## src/rtl/fetch_unit.sv

```systemverilog
// Instruction fetch stage: owns the PC, issues word reads to a synchronous
// instruction memory and buffers returned words with their PC in a 2-entry
// circular queue that is drained by decode through a valid/ready handshake.
module fetch_unit #(
   parameter int N = 8,
   parameter int W = 32
) (
   input  logic         clk,
   input  logic         rst,
   input  logic         start,
   input  logic         branch_taken,
   input  logic [N-1:0] branch_target,
   input  logic         instr_ready,
   output logic         imem_en,
   output logic [N-1:0] imem_addr,
   input  logic [W-1:0] imem_rdata,
   output logic         instr_valid,
   output logic [W-1:0] instr,
   output logic [N-1:0] instr_pc,
   output logic [N-1:0] instr_pc4,
   output logic         busy
);

   typedef enum logic {IDLE = 1'b0, RUN = 1'b1} state_t;

   state_t       state_q, state_d;
   logic [N-1:0] fetch_pc_q, fetch_pc_d;
   logic [N-1:0] addr_q, addr_d;        // last issued address, held while idle
   logic [N-1:0] req_pc_q, req_pc_d;    // PC of the request currently in flight
   logic         inflight_q, inflight_d;
   logic [1:0]   count_q, count_d;
   logic         head_q, head_d;

   // Queue storage; pc4 is stored rather than derived so it reads 0 after reset.
   logic [W-1:0] ent_instr_q [2];
   logic [W-1:0] ent_instr_d [2];
   logic [N-1:0] ent_pc_q    [2];
   logic [N-1:0] ent_pc_d    [2];
   logic [N-1:0] ent_pc4_q   [2];
   logic [N-1:0] ent_pc4_d   [2];

   logic       running;
   logic       redirect;
   logic       pop;
   logic       push;
   logic       issue;
   logic       tail;
   logic [2:0] occupancy;

   // Handshake and issue decisions for the current cycle.
   always_comb begin
      running   = (state_q == RUN);
      redirect  = running && branch_taken;
      pop       = (count_q != 2'd0) && instr_ready;
      push      = inflight_q && !branch_taken;
      occupancy = {1'b0, count_q} + {2'b00, inflight_q};
      // A slot is free now, or one is being freed by this cycle's pop.
      issue     = running && !branch_taken &&
                  ((occupancy < 3'd2) || ((occupancy == 3'd2) && pop));
      tail      = head_q ^ count_q[0];
   end

   // Next-state for the FSM, PC, request tracking and queue bookkeeping.
   always_comb begin
      state_d    = state_q;
      fetch_pc_d = fetch_pc_q;
      addr_d     = addr_q;
      req_pc_d   = req_pc_q;
      inflight_d = issue;
      count_d    = count_q;
      head_d     = head_q;

      if ((state_q == IDLE) && start) begin
         state_d = RUN;
      end

      if (redirect) begin
         fetch_pc_d = branch_target & ~N'(3);
      end else if (issue) begin
         fetch_pc_d = fetch_pc_q + N'(4);
      end

      if (issue) begin
         addr_d   = fetch_pc_q;
         req_pc_d = fetch_pc_q;
      end

      if (redirect) begin
         count_d = 2'd0;
      end else begin
         unique case ({push, pop})
            2'b10:   count_d = count_q + 2'd1;
            2'b01:   count_d = count_q - 2'd1;
            default: count_d = count_q;
         endcase
         // The head stays put when the queue drains, so the payload outputs
         // keep showing the last delivered entry and tail == head again.
         if (pop && !((count_q == 2'd1) && !push)) begin
            head_d = ~head_q;
         end
      end
   end

   // Queue entry writes: a returning response lands at the tail slot.
   always_comb begin
      for (int i = 0; i < 2; i++) begin
         ent_instr_d[i] = ent_instr_q[i];
         ent_pc_d[i]    = ent_pc_q[i];
         ent_pc4_d[i]   = ent_pc4_q[i];
         if (push && (tail == 1'(i))) begin
            ent_instr_d[i] = imem_rdata;
            ent_pc_d[i]    = req_pc_q;
            ent_pc4_d[i]   = req_pc_q + N'(4);
         end
      end
   end

   // State register with synchronous reset.
   always_ff @(posedge clk) begin
      if (rst) begin
         state_q    <= IDLE;
         fetch_pc_q <= '0;
         addr_q     <= '0;
         req_pc_q   <= '0;
         inflight_q <= 1'b0;
         count_q    <= 2'd0;
         head_q     <= 1'b0;
         for (int i = 0; i < 2; i++) begin
            ent_instr_q[i] <= '0;
            ent_pc_q[i]    <= '0;
            ent_pc4_q[i]   <= '0;
         end
      end else begin
         state_q    <= state_d;
         fetch_pc_q <= fetch_pc_d;
         addr_q     <= addr_d;
         req_pc_q   <= req_pc_d;
         inflight_q <= inflight_d;
         count_q    <= count_d;
         head_q     <= head_d;
         for (int i = 0; i < 2; i++) begin
            ent_instr_q[i] <= ent_instr_d[i];
            ent_pc_q[i]    <= ent_pc_d[i];
            ent_pc4_q[i]   <= ent_pc4_d[i];
         end
      end
   end

   // Outputs: memory request and queue head.
   always_comb begin
      imem_en     = issue;
      imem_addr   = issue ? fetch_pc_q : addr_q;
      instr_valid = (count_q != 2'd0);
      instr       = ent_instr_q[head_q];
      instr_pc    = ent_pc_q[head_q];
      instr_pc4   = ent_pc4_q[head_q];
      busy        = running;
   end

   // Issue throttling must keep queued plus outstanding work within capacity.
   a_no_overflow: assert property (@(posedge clk) disable iff (rst) occupancy <= 3'd2);

endmodule

```

## config.mk

```make
export PLATFORM = sky130hd
export DESIGN_NAME = fetch_unit
export DESIGN_NICKNAME = d
export VERILOG_FILES = /design/src/rtl/fetch_unit.sv
export SDC_FILE = /design/constraint.sdc
export NUM_CORES = 1
export LEC_CHECK = 0
export CAP_MARGIN = 30
export CELL_PAD_IN_SITES_DETAIL_PLACEMENT = 0
export CELL_PAD_IN_SITES_GLOBAL_PLACEMENT = 2
export CORE_UTILIZATION = 40
export DETAILED_ROUTE_END_ITERATION = 6
export DONT_BUFFER_PORTS = 1
export PLACE_DENSITY = 0.76
export SLEW_MARGIN = 20
export SYNTH_ARGS = -nofsm -noshare
export SYNTH_HDL_FRONTEND = slang
export SYNTH_SLANG_ARGS = --single-unit
```

## constraint.sdc

```tcl
create_clock -name clk -period 9.4 [get_ports clk]
set_clock_uncertainty 0.05 [all_clocks]
set_input_delay 2.82 -clock clk [delete_from_list [all_inputs] [get_ports clk]]
set_output_delay 2.82 -clock clk [all_outputs]
set_load 0.02 [all_outputs]
```

### Word-level counts from Yosys, hierarchy flattened

Memories as Yosys holds them, arrays and structs flattened. A register that Yosys moved wholly into a read port is not among the register bits.
Index checks and enable logic that the tools add are counted.
W data, S select, Z words.

* $add $sub $neg: 5
* multipliers: 0
* divide/modulo/power cells: 0
* $lt $le $gt $ge: 1
* equality and inequality tests: 6
* shift-type cells: 0
* multiplexer cells: 25
* bitwise operators: 11
* reductions and logical operators: 22

Operator list (count)
* $mux W32: 4
* $mux W8: 11
* $add A8 B3 Y8 const B: 2
* $logic_and A1 B1 Y1: 11
* $mux W1: 9
* $or A1 B1 Y1: 6
* $reduce_and A2 Y1: 3
* $reduce_bool A2 Y1: 3
* $eq A2 B1 Y1 const B: 2
* $not A1 Y1: 4
* $pmux W2 S2: 1
* $add A2 B1 Y3: 1
* $eq A3 B2 Y1 const B: 1
* $logic_not A1 Y1: 3
* $lt A3 B2 Y1 const B: 1
* $add A2 B1 Y2 const B: 1
* $eq A2 B2 Y1 const B: 1
* $ne A1 B1 Y1 const B: 2
* $reduce_or A2 Y1: 1
* $sub A2 B1 Y2 const B: 1
* $logic_or A1 B1 Y1: 1
* $xor A1 B1 Y1: 1

* bits in registers: 29
* latch bits: 0
* bits in writable memories: 96
* memory bits (read-only): 0
* input port bits: 45
* output and inout bits: 59
* memories kept: 3

Memories
* ent_instr_q: words 2, width 32, rd ports 1, clocked after Yosys merged registers in 1, wr ports 2, line 35 `logic [W-1:0] ent_instr_q [2];`
* ent_pc4_q: words 2, width 8, rd ports 1, clocked after Yosys merged registers in 1, wr ports 2, line 39 `logic [N-1:0] ent_pc4_q [2];`
* ent_pc_q: words 2, width 8, rd ports 1, clocked after Yosys merged registers in 1, wr ports 2, line 37 `logic [N-1:0] ent_pc_q [2];`

### Depth between registers and ports, before layout

* word-level depth: 9
* gate-level depth with buffers: 8

### Worst setup path after synthesis

Ideal clock, no wire load.

* kind: in2out
* start point: in instr_ready
* end point: out imem_addr[0]
* data arrival time: 3836 ps
* setup slack: 2694 ps
* cell stages on the path: 4
* path buffers: 0
* path through: nor2b_2 a21oi_2 nor2_1 nor2b_1

* word-level cells in the longest chain between the ends: 5

RTL lines
* start: declaration: line 13 `input logic instr_ready,`
* $logic_and A1 B1 Y1: line 54 `pop = (count_q != 2'd0) && instr_ready;`
* $logic_and A1 B1 Y1: line 59 `((occupancy < 3'd2) || ((occupancy == 3'd2) && pop));`
* $logic_or A1 B1 Y1: line 59
* $logic_and A1 B1 Y1: line 58 `issue = running && !branch_taken &&`
* via imem_en: line 14 `output logic imem_en,`
* $mux W8
* end: declaration: line 15 `output logic [N-1:0] imem_addr,`

The timed path passes the listed nets, and every way through them passes these cells.

### Final worst setup path

Same ends and word-level chain as after synthesis.

==> results.txt <==
CTS Hold Bufs - 0
Final setup fails - 0
Worst setup EP type - primary output
H-tree depth - 4
Synth warn - 0
PortBufs - 0
Initial Util - 41.5%
Total number of vias - 2642
CTS tree - built
Diodes inserted - 0
Worst-path clk slew - 0.06 ns
FILL cells - 1027
Final ANT Viol Nets - 0
Drt first pass iters - 6
Status - finished with violations
Die Span Y - 111 um
Setup bufs post-CTS - 0
Post-CTS sizing - 0
Worst setup path startpoint - instr_ready
Die ar. - 12400 um2
Maximum vdd drop - 0.0000705 V
Critical Path Source Type - input port
Non-Filler Instances - 507
Initial antenna violation count - 0
Largest net degree at the start of global routing - 38
Syn_area_per_cell - 13.8 um2
Initial DRC count - 173
CTS max path bufs - 2
Post-route clock period utilization - 75.7%
Num rows - 39
HP Start - addr_q[0]
Reg2reg start - count_q[0]
Crit path arrival time - 4.25 ns
DR WL/cell - 17.3 um
Multi-input logic area - 1520 um2
FMAX - 141 MHz
Primary FF master, synth - edfxtp_1
Flip-flop and latch area - 3160 um2
Yosys reg bits - 114
Max FO, Critical Path - 15
Pwr Density - 232 nW/um2
DP Wirelength - 5540 um
Worst reg-to-reg path cell count - 7
RSZ-0062 raised after global routing - no
Synth Cell Area - 4780 um2
WHS Path Cells - 1
Final min period - 7.12 ns
Total gr overflow - 0
WS Path Type - input port to primary output
Worst rel slew slack - 57.7%
Failing checks - DRC
Seq/Total Area, Yosys - 66.1%
Drt total wl - 8780 um
Sink Count - 114
Yosys cell types - 40
DRC - 19
Async S/R FF share, synth - 0%
Lkg Pwr - 2.04 nW
Total CTS buffers - 17
IO Count - 104
Number of placed instances, taps included - 475
Layout area overhead - 14.9%
EDFF count, synth - 88
Syn Inst Count - 346
Vias in the first global route - 2673
CTS root buf - clkbuf_16
Layout cells sized above 1 - 24.7%
Final-report hold violation count - 0
Worst-skew pair later-pin latency - 0.40 ns
RePlAce Congestion - 0.744
Global-route wire length before repair - 14100 um
Worst-margin pin slew - 0.633 ns
Layout net count - 404
Via density - 5.21
Setup tns final - 0 ns
Die Span X - 111 um
GRT Total Usage - 15.0%
Max cap viols - 0
Worst Hold Class - flop to flop
Core region area - 11500 um2
Required time of the critical path - 6.53 ns
Pins Over Slew Limit - 0
## synthesized netlist by cell type, drive strengths merged, types with 6 or more instances
master | count | area (um2)
edfxtp | 88 | 2640
mux2 | 44 | 495
and2 | 41 | 257
dfxtp | 26 | 521
a21oi | 17 | 88.8
o21ai | 17 | 85.1
buf | 15 | 82.6
nor2 | 14 | 52.6
nand2 | 11 | 41.3
nand3 | 10 | 50.1
ha | 8 | 100
clkbuf | 6 | 22.5
inv | 6 | 22.5
## per-layer routing
| metal | up-vias | GRT usage (%) | wire (um) |
|---|---|---|---|
| met3 | 6 | 5.44 | 650 |
| met1 | 1289 | 17.9 | 3740 |
| li1 | 1271 | - | - |
| met4 | 0 | 6.22 | 89 |
| met5 | - | 0 | 0 |
| met2 | 76 | 24.8 | 4300 |
## placed cells by master, fill, tap and decap left out, drive strengths merged, types with 2 or more instances in the layout
| master | synthesis | routed |
|---|---|---|
| a21o | 2 | 2 |
| a21oi | 17 | 17 |
| a311oi | 3 | 3 |
| a31o | 2 | 2 |
| a31oi | 2 | 2 |
| and2 | 41 | 41 |
| and3 | 2 | 2 |
| buf | 15 | 4 |
| clkbuf | 6 | 19 |
| clkinv | 0 | 2 |
| conb | 1 | 4 |
| dfxtp | 26 | 26 |
| edfxtp | 88 | 88 |
| ha | 8 | 8 |
| inv | 6 | 16 |
| mux2 | 44 | 44 |
| nand2 | 11 | 11 |
| nand2b | 2 | 2 |
| nand3 | 10 | 10 |
| nor2 | 14 | 14 |
| nor2b | 5 | 5 |
| nor3 | 4 | 4 |
| nor3b | 3 | 3 |
| o21a | 2 | 2 |
| o21ai | 17 | 17 |
| o21bai | 2 | 2 |
| xnor2 | 3 | 3 |
| xor2 | 5 | 5 |
## worst max-delay path, stage by stage
cell	delay [ns]
nor2b_2	0.18
a21oi_2	0.49
nor2_1	0.32
nor2b_1	0.43
## power breakdown
group          internal [mW]  switching (mW)
registers              0.564          0.0133
logic                 0.0348          0.0663
clock network          0.363           0.232
total                  0.962           0.311
## worst paths after layout
path | endpoint | slack, ns
setup / recovery | imem_addr[0] | 2.28
hold / removal | addr_q[0] | 0.43
setup reg to reg | fetch_pc_q[4] | 7.00
hold reg to reg | addr_q[0] | 0.43
## state kept, by name, indices dropped and copies added, names as in the netlist, named ones only
register     flops
ent_instr_q     64
req_pc_q         6
head_q           1
ent_pc_q        12
fetch_pc_q       6
count_q          2
addr_q           8
ent_pc4_q       12
busy             1
inflight_q       1
## kinds of logic (layout without fill, tap and decap cells)
kind of cell | after synthesis | in the layout | share of synthesized area (%)
flops | 114 | 114 | 66.1
simple gates | 95 | 95 | 11.1
compound gates | 49 | 49 | 6.12
mux | 44 | 44 | 10.4
buf+inv | 27 | 42 | 2.67
fa+ha+maj | 8 | 8 | 2.09
xor+xnor | 8 | 8 | 1.46
other cells | 1 | 4 | 0.0784
## area by class of cell
cell class	count	share of cell area, %
inverters	6	0.410
flip-flops and latches	114	57.5
clock inverters	13	1.71
multi-input cells	208	27.6
clock buffers	19	8.44
repair buffers	4	1.00
well taps	143	3.25
## through the flow
step / setup slack, ns / area, um2 / utilization [%] / hold WS (ns) / power, mW
after floorplan: 2.69 / 4800 / - / 0.402 / 0.673
after global placement: 2.23 / 4900 / 42.6 / 0.407 / 0.686
after detailed placement: 2.25 / 4940 / 42.9 / 0.418 / 0.690
after CTS: 2.25 / 5500 / 47.8 / 0.428 / 1.29
after global routing: 2.15 / 5500 / 47.8 / 0.439 / 1.32
final: 2.28 / 5500 / 47.8 / 0.426 / 1.27
No activity file was read; power rests on OpenSTA's default activity.
